File: config.mk
export PLATFORM = sky130hd
export DESIGN_NAME = div_seq
export DESIGN_NICKNAME = d
export VERILOG_FILES = /design/src/rtl/div_pkg.sv /design/src/rtl/div_control.sv /design/src/rtl/div_seq.sv
export SDC_FILE = /design/constraint.sdc
export NUM_CORES = 1
export LEC_CHECK = 0
export ABC_AREA = 1
export CORE_ASPECT_RATIO = 1.25
export CORE_MARGIN = 3
export CORE_UTILIZATION = 30
export CTS_CLUSTER_SIZE = 28
export DETAILED_ROUTE_END_ITERATION = 12
export PLACE_DENSITY = 0.5
export SYNTH_ARGS = -nofsm -noshare
export SYNTH_HDL_FRONTEND = slang
export SYNTH_SLANG_ARGS = --single-unit
File: constraint.sdc
create_clock -name clk -period 2 [get_ports clk]
set_input_delay 0.3 -clock clk [delete_from_list [all_inputs] [get_ports clk]]
set_output_delay 0.3 -clock clk [all_outputs]
set_load 0.02 [all_outputs]
File: src/rtl/div_pkg.sv
// div_pkg: shared state type and constants for the sequential divider
package div_pkg;
  typedef enum logic [1:0] {IDLE, ITER, FIN} state_t;
  localparam int DEF_WIDTH = 16;
  localparam logic [63:0] Q_ONES = '1;
endpackage

File: src/rtl/div_control.sv
// div_control: start/done handshake controller for the shift-subtract divider
module div_control
  import div_pkg::*;
(
  input  logic clk,
  input  logic rst_n,
  input  logic start,
  input  logic div_zero,
  input  logic cnt_zero,
  output logic load,
  output logic shift,
  output logic fin,
  output logic busy,
  output logic done
);
  state_t state;
  assign load  = state == IDLE && start;
  assign shift = state == ITER;
  assign fin   = shift && cnt_zero;
  // Sequence IDLE -> ITER -> FIN (or straight to FIN on divide-by-zero) with registered busy/done
  always_ff @(posedge clk or negedge rst_n)
    if (!rst_n) begin
      state <= IDLE;
      busy  <= 1'b0;
      done  <= 1'b0;
    end else begin
      state <= load ? (div_zero ? FIN : ITER) : fin ? FIN : state == FIN ? IDLE : state;
      busy  <= (load && !div_zero) || (shift && !cnt_zero);
      done  <= (load && div_zero) || fin;
    end
endmodule

File: src/rtl/div_seq.sv
// div_seq: restoring unsigned divider, one quotient bit per clock
module div_seq
  import div_pkg::*;
#(
  parameter int WIDTH = DEF_WIDTH,
  parameter int CNT_W = $clog2(WIDTH + 1)
) (
  input  logic             clk,
  input  logic             rst_n,
  input  logic             start,
  input  logic [WIDTH-1:0] dividend,
  input  logic [WIDTH-1:0] divisor,
  output logic             busy,
  output logic             done,
  output logic [WIDTH-1:0] quotient,
  output logic [WIDTH-1:0] remainder,
  output logic             div_by_zero
);
  logic [WIDTH-1:0] r, q, b, r_nxt, q_nxt;
  logic [CNT_W-1:0] count;
  logic [WIDTH:0]   sh, trial;
  logic             load, shift, fin, div_zero, cnt_zero;
  assign div_zero = divisor == '0;
  assign cnt_zero = count == CNT_W'(1);
  // The shifted remainder carries one extra bit so a divisor with its MSB set cannot overflow the trial
  always_comb begin
    sh    = {r, q[WIDTH-1]};
    trial = sh - {1'b0, b};
    r_nxt = trial[WIDTH] ? sh[WIDTH-1:0] : trial[WIDTH-1:0];
    q_nxt = {q[WIDTH-2:0], ~trial[WIDTH]};
  end
  div_control u_ctrl (
    .clk      (clk),
    .rst_n    (rst_n),
    .start    (start),
    .div_zero (div_zero),
    .cnt_zero (cnt_zero),
    .load     (load),
    .shift    (shift),
    .fin      (fin),
    .busy     (busy),
    .done     (done)
  );
  // Operand capture, shift-subtract iteration and result registers held until the next accept
  always_ff @(posedge clk or negedge rst_n)
    if (!rst_n) begin
      r           <= '0;
      q           <= '0;
      b           <= '0;
      count       <= '0;
      quotient    <= '0;
      remainder   <= '0;
      div_by_zero <= 1'b0;
    end else if (load && div_zero) begin
      quotient    <= Q_ONES[WIDTH-1:0];
      remainder   <= dividend;
      div_by_zero <= 1'b1;
    end else if (load) begin
      b           <= divisor;
      r           <= '0;
      q           <= dividend;
      count       <= CNT_W'(WIDTH);
      div_by_zero <= 1'b0;
    end else if (shift) begin
      r     <= r_nxt;
      q     <= q_nxt;
      count <= count - 1'b1;
      if (fin) begin
        quotient  <= q_nxt;
        remainder <= r_nxt;
      end
    end
endmodule
==> impl_metrics.tcl, run 1 <==
set metrics [dict create \
    outcome "complete, but fails checks" \
    violations "negative setup slack" \
    placed_cells 1042 \
    synthesis.nets 756 \
    grt_max_degree 37 \
    instances_no_fill 1063 \
    slowest_stage "dfrtp_1" \
    rr_startpoint "b[0]" \
    ant_nets 0 \
    synthTopCellsByCount "nand2_1 (202), inv_1 (135), dfrtp_1 (90)" \
    seq_area_frac_synth_pct 42.7 \
    synth_top_area_share_pct 42.7 \
    intPower_w 0.00294 \
    yosys_warnings 0 \
    finalHoldViolations 0 \
    cts_tree "built" \
    cp.required_ps 2220 \
    p_seq_share_pct 48.5 \
    slew_headroom_pct 64.8 \
    gp_congestion 0.856 \
    placement.io_buffers 69 \
    die_h_um 154 \
    peakVddDrop_mv 0.335 \
    busiest_layer "met2" \
    ios 70 \
    insertion_delay_ps 340 \
    clkSinkCount 90 \
    crit_family "simple AND/OR/NAND/NOR gates" \
    synth_cell_types 41 \
    power.density_nw_per_um2 519 \
    fin_skew_ps 8.69 \
    grt_pass1_vias 5227 \
    vias 4945 \
    timing.critical_path.buf_inv 1 \
    drive_above_1_share_pct 17.9 \
    period_share_pct 103 \
    synth_area_leaders "dfrtp_1 (43%), nand2_1 (14%), inv_1 (9.6%), nand3_1 (6.6%), ha_1 (4.3%)" \
    slew_viol_final 0 \
    cp_max_fo 18 \
    rsz0062_at_grt "yes" \
    totalWireLength_um 16300 \
    synth_top_area_cell "dfrtp_1" \
    slowest_delay_ps 390 \
    p_total_w 0.00375 \
    fmax_mhz 485 \
    global_route.usage.met3_pct 2.00 \
    synth_cells 702 \
    switching_power_w 0.000816 \
    async_flop_share_pct 100 \
    combPwrFrac_pct 3.9 \
    min_path_type "input pin to async pin" \
    syn2layout_area_growth_pct 37.1 \
    synth.most_common_cell "nand2_1" \
    setup.worst_path.start_class "flip-flop" \
    cts_buffers 9 \
    p_sw_share_pct 21.7 \
    cellLeakagePower_nw 3.64 \
    antenna_cells 0 \
    synth_seq_cells 90 \
    cts_root_buf "clkbuf_16" \
    core_area_um2 17000 \
    grtUsageMet2_pct 32.3 \
    synthesis.area_um2 5280 \
    clk_pin_slew_ps 70 \
    wire_per_inst_um 15.3 \
    rows 53 \
    die_x_um 125 \
    setup_ws_ps -61.4 \
    grt_first_pass_wirelength_um 26600 \
    drt_iter0_drc 184 \
    fin_nets 892 \
    clock_power_share_pct 47.7 \
    worst_pin_slew_ps 528 \
    gr-total-overflow 0 \
    setup_violations 16 \
    grt_usage_pct 17.2 \
    drtPass1Iterations 4 \
    crit_type "flip-flop to flip-flop" \
    crit_start "b[0]" \
    cts_buffer_depth 2 \
    path_cells "ha_2 -> fa_2 -> inv_2 -> nand2_1 -> nand2_2 -> nand3_2 -> nand2_2 -> nand2_4 -> nand2_4 -> nand2_8 -> nand2_8 -> nand2_1 -> nand3_1 -> o21ai_0" \
    fin_crit_ps 2060 \
    antenna_found_initial 0 \
    initial_utilization_pct 31.0 \
    drc 0 \
    viasPerCell 4.65 \
    htreeDepth 3 \
    drv_cap 0 \
    grtUsageMet1_pct 19.9 \
    worst_setup_path_end_kind "flip-flop" \
    avgSynthCellArea_um2 7.52 \
    place_hpwl_um 12500 \
    die_area_um2 19200 \
    synth-edff-count 0 \
    arrival_ps 2280 \
    synth_ff_type "dfrtp_1" \
]
what timing repair did:
item,CTS,global route
hold buffers,1,0
endpoints found under the setup margin,34,34
endpoints found under the hold margin,32,0
cloned,1,0
pin swaps,4,3
gates resized for setup,16,15
buffers inserted,3,0
worst reg2reg max path, cell delays in order, from the launching register on:
cell and delay, ps:
dfrtp_1 390, ha_2 190, fa_2 350, inv_2 60, nand2_1 60, nand2_2 80
nand3_2 60, nand2_2 100, nand2_4 70, nand2_4 90, nand2_8 80, nand2_8 150
nand2_1 100, nand3_1 80, o21ai_0 90
path summary, 6_finish.rpt:
| check | end | slack (ps) | cells past startpoint |
|---|---|---|---|
| setup / recovery | r[0] | -60 | 14 |
| hold / removal | count[3] | 470 | 2 |
| setup reg to reg | r[0] | -60 | 14 |
| hold reg to reg | div_by_zero | 480 | 2 |
| max in group asynchronous | quotient[11] | 940 | 3 |
| min in group clk | div_by_zero | 480 | 2 |
per-stage QoR:
stage          hold WS, ps  setup slack, ps  TNS, ps  instance area (µm²)  utilization (%)
2_1_floorplan         4.41            -13.6    -99.3                 5290                -
3_3_place_gp           315             -141    -3510                 6720             39.4
3_5_place_dp           312             -141    -4550                 6720             39.4
4_1_cts                485            -78.4     -830                 7160             42.0
5_1_grt                512             -205    -5100                 7230             42.4
6_report               472            -61.4     -358                 7230             42.4
per-layer routing:
metal	vias to the layer above	wire length, µm
met5	-	0
met4	0	408
met3	25	495
met2	83	8630
met1	2357	6740
li1	2480	-
layout by cell type (no fill, tap or decap), drive strengths merged:
cell type,instances
a31oi,1
dlygate4sd3,1
buf,76
clkdlybuf4s50,68
nand3,72
ha,18
dfrtp,90
clkinv,2
nand2,220
xnor2,5
a22oi,6
nor2,29
xor2,3
bufinv,1
o21ai,43
o211ai,3
clkinvlp,1
and3,1
inv,141
and2,3
nand4,10
clkbuf,11
o221ai,7
nand3b,5
o22ai,1
a21oi,17
nor3,1
fa,1
o22a,6
cell families after synthesis:
kind of cell	synth area share, %
buffers and inverters	12.4
XOR/XNOR	1.33
flip-flops	42.7
adder cells (fa/ha/maj)	4.65
AO/OA/AOI/OAI	9.65
AND/OR/NAND/NOR	29.3
final cells by class:
| cell class | instances | area (µm²) |
|---|---|---|
| Timing Repair Buffer | 145 | 1330 |
| Clock inverter | 5 | 60.1 |
| Inverter | 140 | 528 |
| Clock buffer | 11 | 253 |
| Multi-Input combinational cell | 452 | 2540 |
| Fill cell | 1737 | 9810 |
| Tap cell | 220 | 275 |
| Sequential cell | 90 | 2250 |
power by group through the flow:
stage               registers, W  clock network [W]  logic [W]
floorplan                0.00185                  0  0.0000130
global placement         0.00185                  0   0.000146
detailed placement       0.00185                  0   0.000146
CTS                      0.00182            0.00182   0.000149
global route             0.00182            0.00190   0.000158
finish                   0.00182            0.00179   0.000145
flip-flops by register name, indices dropped and copies added (netlist names):
name	flops
count	5
u_ctrl.done	1
u_ctrl.busy	1
b	16
q	16
remainder	16
quotient	16
u_ctrl.state	2
r	16
div_by_zero	1
(Power assumes the default switching activity.)
==> run 2, diff against run 1 <==
SLEW_MARGIN = 25   (was unset)
==> results of run 2 <==
Same layout as run 1: the final DEF is identical, and so are final timing and power.
==> run 3, diff against run 2 <==
PLACE_DENSITY = 0.49   (was 0.5)
clock period = 2.6 ns   (was 2 ns; I/O delays follow)
==> run 3 against run 2 <==
Net effect:
- the flow now finishes without violations
- largest power group unchanged
- sequential share of layout area rose by 3.3 points
- critical path depth fell by 1
- highest routed layer unchanged
- combinational power fell by 30%
==> impl_metrics.tcl, run 3 (synthesized netlist as in run 1, its figures left out) <==
set metrics [dict create \
    outcome "finished clean" \
    hold_buffers 0 \
    cts_buffer_depth 2 \
    placement.io_buffers 69 \
    arrival_ps 2520 \
    ant_nets 0 \
    gp_congestion 0.881 \
    slew_headroom_pct 58.6 \
    fin_crit_ps 2300 \
    cp_max_fo 8 \
    finalHoldViolations 0 \
    htreeDepth 3 \
    die_h_um 154 \
    setup.worst_path.start_class "flip-flop" \
    peakVddDrop_mv 0.309 \
    rsz0062_at_grt "no" \
    antenna_cells 0 \
    initial_utilization_pct 31.0 \
    slew_viol_final 0 \
    syn2layout_area_growth_pct 24.1 \
    grt_max_degree 47 \
    min_path_type "input pin to async pin" \
    wire_per_inst_um 14.9 \
    p_total_w 0.00289 \
    worst_setup_path_end_kind "flip-flop" \
    insertion_delay_ps 350 \
    cts_buffers 9 \
    worst_pin_slew_ps 621 \
    grt_pass1_vias 4619 \
    drt_iter0_drc 312 \
    fin_skew_ps 7.27 \
    drive_above_1_share_pct 7.81 \
    mostFrequentLayoutCells "nand2_1 (202), inv_1 (135), dfrtp_1 (90)" \
    clk_pin_slew_ps 80 \
    setup_violations 0 \
    clkSinkCount 90 \
    drtPass1Iterations 5 \
    cp.required_ps 2810 \
    viasPerCell 4.61 \
    drv_cap 0 \
    rows 53 \
    cts_root_buf "clkbuf_16" \
    r2r_slack_ps 300 \
    die_area_um2 19200 \
    totalWireLength_um 14900 \
    antenna_found_initial 0 \
    fmax_mhz 434 \
    drc 0 \
    final_util_pct 38.4 \
    gr-total-overflow 0 \
    vias 4611 \
    grt_first_pass_wirelength_um 24500 \
    layout_commonest_cell "nand2_1" \
    power.density_nw_per_um2 441 \
    ios 70 \
    cts_tree "built" \
    cellLeakagePower_nw 3.29 \
    crit_type "flip-flop to flip-flop" \
    fin_tns_setup_ps 0 \
    period_share_pct 88.6 \
    ctsResizeCount 0 \
    die_x_um 125 \
    grt_usage_pct 15.8 \
    core_area_um2 17000 \
    place_hpwl_um 11600 \
    cts_setup_buffers 0 \
    fin_nets 830 \
]
==> run 3: path summary, 6_finish.rpt <==
check,cells after the start,from,to
max in group asynchronous,2,rst_n,quotient[9]
max,13,b[0],r[0]
max reg2reg,13,b[0],r[0]
min reg2reg,2,b[13],b[13]
min,1,rst_n,quotient[12]
min in group clk,2,b[13],b[13]
==> run 3: metrics by stage <==
| stage | cells | hold slack [ps] | cell area, µm² | setup slack, ps |
|---|---|---|---|---|
| finish | 1001 | 47.7 | 6550 | 298 |
| global route | 1001 | 94.5 | 6550 | 84.7 |
| global placement | 985 | 446 | 6240 | 290 |
| detailed placement | 985 | 451 | 6240 | 277 |
| CTS | 1001 | 75.1 | 6550 | 279 |
| floorplan | 702 | 94.4 | 5280 | 510 |
==> run 3: where the power goes <==
| group | internal, W | switching, W | total (W) | leakage (nW) |
|---|---|---|---|---|
| combinational | 0.0000509 | 0.0000511 | 0.000102 | 2.15 |
| sequential | 0.00140 | 0 | 0.00140 | 0.991 |
| clock | 0.000763 | 0.000622 | 0.00139 | 0.150 |
==> run 3: final cells by class <==
class,count,area [µm²]
Tap cell,220,275
Fill cell,1780,10500
Clock inverter,7,85.1
Sequential cell,90,2250
Multi-Input combinational cell,451,2370
Inverter,140,528
Timing Repair Buffer,84,813
Clock buffer,9,225
==> run 3: layer usage <==
metal / part of all wire [%] / vias up / global-route usage [%]
li1: - / 2357 / -
met1: 45 / 2154 / 20.6
met2: 49 / 83 / 27.1
met3: 3.6 / 17 / 3.01
met4: 1.7 / 0 / 4.18
met5: 0 / - / 0
==> run 3: critical path, stage by stage, from the launching register on <==
cell	delay, ps
dfrtp_1	390
ha_1	230
fa_1	410
inv_1	110
nand2_1	50
nand2_1	100
nand3_1	90
nand2_2	110
nand2_4	70
nand3_4	130
buf_4	190
nand3_1	100
nand3_1	80
o21ai_0	90
